==> config.mk <==
export PLATFORM = sky130hd
export DESIGN_NAME = sram_mem_ctrl
export DESIGN_NICKNAME = d
export VERILOG_FILES = /design/src/rtl/sram_mem_ctrl.sv
export SDC_FILE = /design/constraint.sdc
export NUM_CORES = 1
export LEC_CHECK = 0
export CELL_PAD_IN_SITES_DETAIL_PLACEMENT = 0
export CELL_PAD_IN_SITES_GLOBAL_PLACEMENT = 1
export CORE_MARGIN = 5
export CORE_UTILIZATION = 33
export CTS_CLUSTER_DIAMETER = 200
export DETAILED_ROUTE_END_ITERATION = 8
export PLACE_DENSITY_LB_ADDON = 0.3
export SETUP_SLACK_MARGIN = 0.3
export SYNTH_ARGS = -nofsm -noshare
export SYNTH_HDL_FRONTEND = slang
export SYNTH_SLANG_ARGS = --single-unit
==> constraint.sdc <==
create_clock -name clk -period 1.71 [get_ports clk]
set_input_delay 0.342 -clock clk [delete_from_list [all_inputs] [get_ports clk]]
set_output_delay 0.342 -clock clk [all_outputs]
set_load 0.01 [all_outputs]
==> src/rtl/sram_mem_ctrl.sv <==
// Mem-stage data memory controller driving an external 16-bit asynchronous SRAM.
// Each 32-bit word takes two half-accesses of SRAM_WAIT cycles, low half first.
// ready stays low while an access is in flight so the pipeline can stall upstream.
// Optional feature: define SRAM_READ_BUF_EN for a single-entry read buffer that
// lets a repeated read of the last loaded word complete in its IDLE cycle.
module sram_mem_ctrl #(
  parameter int unsigned SRAM_WAIT = 5,
  parameter int unsigned BASE_ADDR = 1024
) (
  input  logic        clk,
  input  logic        rst,
  input  logic        rd_en,
  input  logic        wr_en,
  input  logic [31:0] address,
  input  logic [31:0] write_data,
  output logic [31:0] read_data,
  output logic        ready,
  output logic [17:0] sram_addr,
  output logic        sram_we_n,
  output logic [15:0] sram_dq_o,
  output logic        sram_dq_oe,
  input  logic [15:0] sram_dq_i
);

  typedef enum logic [1:0] {StIdle, StLo, StHi, StDone} state_e;

  localparam logic [31:0] BaseAddr = 32'(BASE_ADDR);
  localparam logic [3:0]  LastCnt  = 4'(SRAM_WAIT - 1);
  // Strobe is released one cycle early so data is held past the rising edge of we_n.
  localparam logic [3:0]  WeOffCnt = 4'(SRAM_WAIT - 2);

  state_e      state_q;
  logic [3:0]  cnt_q;
  logic [16:0] word_q;
  logic [31:0] data_q;
  logic        wr_q;
  logic [31:0] read_data_q;
  logic [17:0] sram_addr_q;
  logic        sram_we_n_q;
  logic [15:0] sram_dq_o_q;
  logic        sram_dq_oe_q;

  logic [31:0] off;
  logic        req;
  logic        buf_hit;
  logic        start;
  logic        unused_off;

  assign off        = address - BaseAddr;
  assign req        = rd_en | wr_en;
  assign start      = req & ~buf_hit;
  // Byte offset within the word and bits beyond the SRAM range are don't-care.
  assign unused_off = ^{off[31:19], off[1:0]};

`ifdef SRAM_READ_BUF_EN
  logic        buf_valid_q;
  logic [16:0] buf_tag_q;

  assign buf_hit = buf_valid_q & rd_en & ~wr_en & (buf_tag_q == off[18:2]);

  // Read buffer: loaded by every completed read, invalidated by any write.
  always_ff @(posedge clk or negedge rst) begin
    if (!rst) begin
      buf_valid_q <= 1'b0;
      buf_tag_q   <= '0;
    end else if (state_q == StIdle && wr_en) begin
      buf_valid_q <= 1'b0;
    end else if (state_q == StHi && cnt_q == LastCnt && !wr_q) begin
      buf_valid_q <= 1'b1;
      buf_tag_q   <= word_q;
    end
  end
`else
  assign buf_hit = 1'b0;
`endif

  // Access sequencer with registered SRAM bus outputs.
  always_ff @(posedge clk or negedge rst) begin
    if (!rst) begin
      state_q      <= StIdle;
      cnt_q        <= '0;
      word_q       <= '0;
      data_q       <= '0;
      wr_q         <= 1'b0;
      read_data_q  <= '0;
      sram_addr_q  <= '0;
      sram_we_n_q  <= 1'b1;
      sram_dq_o_q  <= '0;
      sram_dq_oe_q <= 1'b0;
    end else begin
      unique case (state_q)
        StIdle: begin
          if (start) begin
            state_q      <= StLo;
            cnt_q        <= '0;
            word_q       <= off[18:2];
            data_q       <= write_data;
            wr_q         <= wr_en;
            sram_addr_q  <= {off[18:2], 1'b0};
            sram_dq_o_q  <= write_data[15:0];
            sram_dq_oe_q <= wr_en;
            sram_we_n_q  <= ~wr_en;
          end
        end
        StLo: begin
          if (cnt_q == LastCnt) begin
            if (!wr_q) read_data_q[15:0] <= sram_dq_i;
            state_q     <= StHi;
            cnt_q       <= '0;
            sram_addr_q <= {word_q, 1'b1};
            sram_dq_o_q <= data_q[31:16];
            sram_we_n_q <= ~wr_q;
          end else begin
            cnt_q       <= cnt_q + 4'd1;
            sram_we_n_q <= ~(wr_q & (cnt_q < WeOffCnt));
          end
        end
        StHi: begin
          if (cnt_q == LastCnt) begin
            if (!wr_q) read_data_q[31:16] <= sram_dq_i;
            state_q      <= StDone;
            cnt_q        <= '0;
            sram_we_n_q  <= 1'b1;
            sram_dq_oe_q <= 1'b0;
          end else begin
            cnt_q       <= cnt_q + 4'd1;
            sram_we_n_q <= ~(wr_q & (cnt_q < WeOffCnt));
          end
        end
        StDone: begin
          state_q <= StIdle;
        end
        default: begin
          state_q <= StIdle;
        end
      endcase
    end
  end

  // Stall is combinational so the request cycle itself already freezes upstream.
  always_comb begin
    ready = (state_q == StDone) | ((state_q == StIdle) & (~req | buf_hit));
  end

  assign read_data  = read_data_q;
  assign sram_addr  = sram_addr_q;
  assign sram_we_n  = sram_we_n_q;
  assign sram_dq_o  = sram_dq_o_q;
  assign sram_dq_oe = sram_dq_oe_q;

endmodule

# == Word level (Yosys, flattened, before mapping) ==
# Cells that the tools add are included.
# word_totals
latch_bits,0
mem_count,0
mem_bits_rw,0
reg_bits,124
output_inout_bits,69
inputBits,84
word_cells,63
romBits,0
# op_classes
n_shift,0
n_mux,20
multipliers,0
order_cmp,1
div_mod_pow,0
eq_ne,7
add_sub_neg,2
reduce_logical,14
bitwise_logic,8
# ops
operator,count
$mux W18,2
$pmux W18 S2,1
$mux W16,2
$pmux W16 S2,1
$sub A19 B11 Y19 const B,1
$reduce_and A3 Y1,5
$mux W4,2
$pmux W2 S4,1
$pmux W4 S2,1
$mux W2,3
$ne A2 B2 Y1 const B,3
$reduce_and A2 Y1,3
$reduce_bool A2 Y1,3
$mux W1,5
$add A4 B1 Y4 const B,1
$eq A2 B2 Y1 const B,2
$eq A4 B3 Y1 const B,1
$lt A4 B2 Y1 const B,1
$not A1 Y1,4
$pmux W1 S3,1
$reduce_bool A3 Y1,1
$and A1 B1 Y1,2
$eq A2 B1 Y1 const B,1
$logic_not A2 Y1,1
other kinds (3),4

# == Logic depth before layout (Yosys ltp) ==
# Gate-level depths: netlist of the first run.
# logic_depth
ltp_word,5
mapped_depth,8
ltp_nobuf,6

# == Worst setup path after synthesis of the first run ==
# OpenSTA, ideal clock, no wires.
# synth_timing
path_kind,flip-flop to flip-flop
startpoint,register state_q[0]
endpoint,register data_q[24]
path_stages_with_launch,7
path_buffers,2
setup_ns,0.125
arrival_ns,1.637
slack_ns,-0.052
required_time_ns,1.585
synth_period_minus_slack_ns,1.762
cell_sequence,dfrtp_1 > inv_1 > ha_1 > o21ai_1 > buf_2 > buf_2 > mux2_2
# synth_via
elab_chain_len,2
# synth_rtl
item,line,rtl
from (decl),32,state_e state_q;
from (signal assigned),80,state_q <= StIdle;
from (signal assigned),94,state_q <= StLo;
from (signal assigned),108,state_q <= StHi;
$logic_not A2 Y1,91,unique case (state_q)
$reduce_and A2 Y1 (no line),-,
to (signal assigned),97,data_q <= write_data;
to (decl),35,logic [31:0] data_q;
# Every way passes these cells.
# A chain may end at the register's enable or synchronous reset.

# == Worst setup path in the final report of the first run ==
# layout_timing
startpoint,register state_q[1]
endpoint,register sram_dq_o_q[1] (netlist: sram_dq_o[1])
# layout_via
elab_chain_len,3
word_cells_on_any_way,7
classes_between,eq/ne (3); mux (1); reduce/logical (3)
# layout_rtl
item,line,rtl
$eq A2 B1 Y1 or $logic_not A2 Y1 (tied branches),91,
$ne A2 B2 Y1 (no line) or $reduce_bool A2 Y1 (tied branches),-,
$reduce_and A3 Y1 (no line),-,
to (signal assigned),100,sram_dq_o_q <= write_data[15:0];
to (signal assigned),111,sram_dq_o_q <= data_q[31:16];
to (decl),40,logic [15:0] sram_dq_o_q;
# Several ways; a longest one is shown, not always the timed one.

==> metrics.log, run 1 <==
[metrics] static leakage: between 3 and 4 nW
[metrics] worst-case headroom to the max-slew limit: a little under three quarters
[metrics] mean instance size in the synthesized netlist: approximately 13 sq um
[metrics] share of flip-flops with an asynchronous set or reset after synthesis: between 90% and 100%
[metrics] total die area: 17100 sq um
[metrics] leftover overflow at the end of global routing: 0
[metrics] period utilisation layout: 110%
[metrics] hold worst-path end: word_q[8]
[metrics] count of filler cells inserted in the layout: 1178
[metrics] total count of max-transition violations in the final report: 0
[metrics] cells after synthesis: 385
[metrics] worst-case clock skew: between 8 and 9 ps
[metrics] number of clock buffers inserted by TritonCTS: 9
[metrics] final non-filler cell total: approximately 780
[metrics] Layout Utilization: about 56%
[metrics] post-detailed-route via-to-cell ratio: 4.83
[metrics] cell type group with the largest total delay on the critical path: buffers and inverters
[metrics] placeable core region: between 10000 and 15000 sq um
[metrics] worst min path class: in -> reg
[metrics] detailed-routing iteration count for the pre-antenna-repair pass: 4
[metrics] final HPWL from detailed placement: a little under 9000 microns
[metrics] clock network latency to the later pin of the worst-skew pair: ~360 ps
[metrics] floorplan die width: 131 microns
[metrics] worst setup slack after layout: -177 ps
[metrics] setup TNS after final layout: -5950 ps
[metrics] DRC viols: 0
[metrics] Synth Warn #: 0
[metrics] Startpoint Class: flop
[metrics] RSZ-0062 raised after global routing: yes
[metrics] capture point of the worst reg-to-reg path: sram_dq_o[1]
[metrics] total global routing track utilization: roughly 16%
[metrics] Critical Path Max Stage Delay: ~370 ps
[metrics] layout cells sized above 1: approximately two fifths
[metrics] Die Height: about 130 microns
[metrics] final hold vios: 0
[metrics] total standard cell area after synthesis: slightly below 5000 sq um
[metrics] Seq cells post-synth: between 100 and 150
[metrics] H-Tree Depth: 3
[metrics] Worst Path Required: roughly 2000 ps
[metrics] number of violations reported at the end of detailed-routing iteration 0: roughly 170
[metrics] maximum fanout encountered on the critical timing path: 7
[metrics] Antenna Diode Count: 0
[metrics] launching instance or port of the critical path: state_q[1]
[metrics] layout-stage area growth over the synthesis result: 69.1%
[metrics] number of placement rows: 44
[metrics] WP data arrival: 2130 ps
[metrics] Placer Congestion: around 0.76
[metrics] Post-Syn Nets: 478
[metrics] Max Cap Viol: 0
[metrics] top-level port count: around 150
[metrics] number of buffers on the longest clock path: 2
[metrics] time the final worst path needs with I/O delays and setup: around 1900 ps
[metrics] global-route wire length before repair: around 21000 microns
[metrics] initial core utilization: approximately a third
[metrics] worst slack, placed: -403 ps
[metrics] Power per Cell Area: around 2000 nW/um^2
[metrics] maximum number of pins on one net before global-route repair: 33
[metrics] status: finished, violations left
[metrics] root buffer selected by CTS: sky130_fd_sc_hd__clkbuf_16
[metrics] via count of the routed design: around 3800
[metrics] standard cell with the maximum stage delay on the critical path: sky130_fd_sc_hd__dfrtp_1
[metrics] Placed Cells: between 700 and 800
[metrics] count of nets after finishing: ~680
[metrics] number of enable flip-flop cells after synthesis: 0
[metrics] count of input and output buffers: approximately 140
[metrics] worst-path cell chain: inv_2 > ha_4 > buf_4 > buf_6 > buf_6 > nand2b_4 > a22o_4 > buf_12 > buf_16 > nand2_2 > o21ai_1
[metrics] number of global-route vias before repair: around 4000
[metrics] WL per Instance: roughly 18 microns
[metrics] share of synthesized area occupied by flip-flops and latches: 56.2%
[metrics] Hold Path Cell Cnt: 2
[metrics] Power Total: between 15 and 20 mW
[metrics] type of element capturing the critical path: flop
[metrics] clock-pin slew on the worst setup and hold paths: roughly 70 ps
[metrics] ys flop type: sky130_fd_sc_hd__dfrtp_1
[metrics] violated checks: setup timing
[metrics] worst-case reg-to-reg path depth: 11
[metrics] category of the most critical setup path: reg -> reg
[metrics] distinct cell type count after synthesis: 41
[metrics] clk sinks: 108
[metrics] TritonCTS clock tree: built
[metrics] final WL: approximately 14000 microns
[metrics] Fmax: about 530 MHz
[metrics] launch point of the worst hold path: address[10]
[metrics] antenna viol nets, final: 0
[metrics] actual transition at the worst max-transition pin: 425 ps
[metrics] Setup-failing EPs final: 67
[metrics] antenna violations before repair: 0
[metrics] most frequent cell on the critical path: sky130_fd_sc_hd__buf_6
[metrics] worst IR drop on VDD: roughly 0.86 mV
[metrics] Reg2Reg Setup Slack: -180 ps
[metrics] number of buffer and inverter stages on the critical path: 6
[metrics] reg-to-reg critical path startpoint: state_q[1]
[cells by family (layout without fill, tap and decap cells)]
family / count (synthesis) / in the layout / synth area share [%]
muxes: 83 / 83 / 20.4
xor gates and xnor gates: 7 / 7 / 1.27
DFF: 108 / 108 / 56.2
and+or+nand+nor: 82 / 84 / 8.45
adders and majority gates: 9 / 9 / 2.34
AOI/OAI and AO/OA: 69 / 70 / 8.40
buffers and inverters: 27 / 234 / 3.02
[final cells by class]
class	count	area [sq um]	area share, %
repair buffers	211	2250	27.7
flip-flops and latches	108	2700	33.2
clock buffers	10	239	2.94
multi-input cells	253	2630	32.3
inverters	8	30.0	0.369
well taps	184	230	2.83
clock inverters	5	60.1	0.738
[cell usage in the layout, fill, tap and decap left out, drive strengths merged, types with 2 or more instances in the layout]
master and instances:
clkdlybuf4s15 17, o21ai 47, o211ai 4, nor3b 2
dlygate4sd2 51, a21oi 7, nor2 10, mux2 59
inv 10, xor2 2, xnor2 5, nor3 2
clkdlybuf4s50 64, a22o 4, nand2 56, buf 72
nand2b 2, mux2i 24, clkbuf 16, nand3 6
dfrtp 107, ha 9
[registers in the layout, summed over array words and instances (netlist names)]
signal,cells
read_data,32
sram_dq_o,16
state_q,2
sram_we_n,1
data_q,16
sram_dq_oe,1
wr_q,1
word_q,17
sram_addr,18
cnt_q,4
[report_power, final]
group	internal [mW]	leakage [nW]	switching (mW)
combinational	5.46	2.36	4.18
sequential	3.88	1.30	0.861
clock	1.18	0.145	0.974
total	10.5	3.80	6.01
[per-stage QoR]
stage                     cell area [sq um]  hold slack, ps
after floorplan                        4890            46.4
after global placement                 6650             313
after detailed placement               6650             312
after CTS                              7520             372
after global routing                   8140             422
final                                  8140             376
[worst max-delay path by stage]
stage | to | cells past startpoint
after global placement | ready | 4
after CTS | ready | 5
final | sram_dq_o[1] | 11
after floorplan | data_q[16] | 6
after detailed placement | ready | 4
after global routing | ready | 5
[cells in the mapped netlist (2+ instances only)]
cell type                  count  area, sq um
sky130_fd_sc_hd__a21oi_1       7         35.0
sky130_fd_sc_hd__a22o_1        3         26.3
sky130_fd_sc_hd__buf_2         8         40.0
sky130_fd_sc_hd__buf_6         4         45.0
sky130_fd_sc_hd__clkbuf_1      6         22.5
sky130_fd_sc_hd__dfrtp_1     107         2680
sky130_fd_sc_hd__ha_1          9          113
sky130_fd_sc_hd__inv_1         8         30.0
sky130_fd_sc_hd__mux2_2       39          439
sky130_fd_sc_hd__mux2_4       20          300
sky130_fd_sc_hd__mux2i_1      24          240
sky130_fd_sc_hd__nand2_1      52          195
sky130_fd_sc_hd__nand2_4       2         22.5
sky130_fd_sc_hd__nand2b_1      2         12.5
sky130_fd_sc_hd__nand3_1       6         30.0
sky130_fd_sc_hd__nor2_1        9         33.8
sky130_fd_sc_hd__nor3_1        2         10.0
sky130_fd_sc_hd__nor3b_1       2         15.0
sky130_fd_sc_hd__o211ai_1      3         22.5
sky130_fd_sc_hd__o21ai_0      25          125
sky130_fd_sc_hd__o21ai_1      22          110
sky130_fd_sc_hd__xnor2_1       5         43.8
sky130_fd_sc_hd__xor2_1        2         17.5
[metal layers]
metal	wire [microns]	global-route usage (%)
met1	6020	20.2
met4	268	5.69
met3	751	3.13
met5	0	0
met2	7120	27.0
[what timing repair did]
| action | in CTS | in global routing |
|---|---|---|
| gates resized for setup | 179 | 111 |
| pin swaps | 23 | 38 |
| cloned | 7 | 6 |
| buffers inserted | 18 | 16 |
| endpoints found under the setup margin | 175 | 125 |
| hold buffers | 1 | 0 |
| hold endpoints to repair | 24 | 0 |
Power figures use the tool's default switching activity.
==> run 2, diff against run 1 <==
--- a/config.mk
+++ b/config.mk
@@ -5,6 +5,7 @@
 export SDC_FILE = /design/constraint.sdc
 export NUM_CORES = 1
 export LEC_CHECK = 0
+export CAP_MARGIN = 20
 export CELL_PAD_IN_SITES_DETAIL_PLACEMENT = 0
 export CELL_PAD_IN_SITES_GLOBAL_PLACEMENT = 1
 export CORE_MARGIN = 5
==> results of run 2 <==
Final layout, timing and power as in run 1 (identical DEF).
==> run 3, diff against run 2 <==
--- a/config.mk
+++ b/config.mk
@@ -11,6 +11,7 @@
 export CORE_MARGIN = 5
 export CORE_UTILIZATION = 33
 export CTS_CLUSTER_DIAMETER = 200
+export CTS_CLUSTER_SIZE = 25
 export DETAILED_ROUTE_END_ITERATION = 8
 export PLACE_DENSITY_LB_ADDON = 0.3
 export SETUP_SLACK_MARGIN = 0.3
==> results of run 3 <==
Final layout, timing and power as in run 1 (identical DEF).
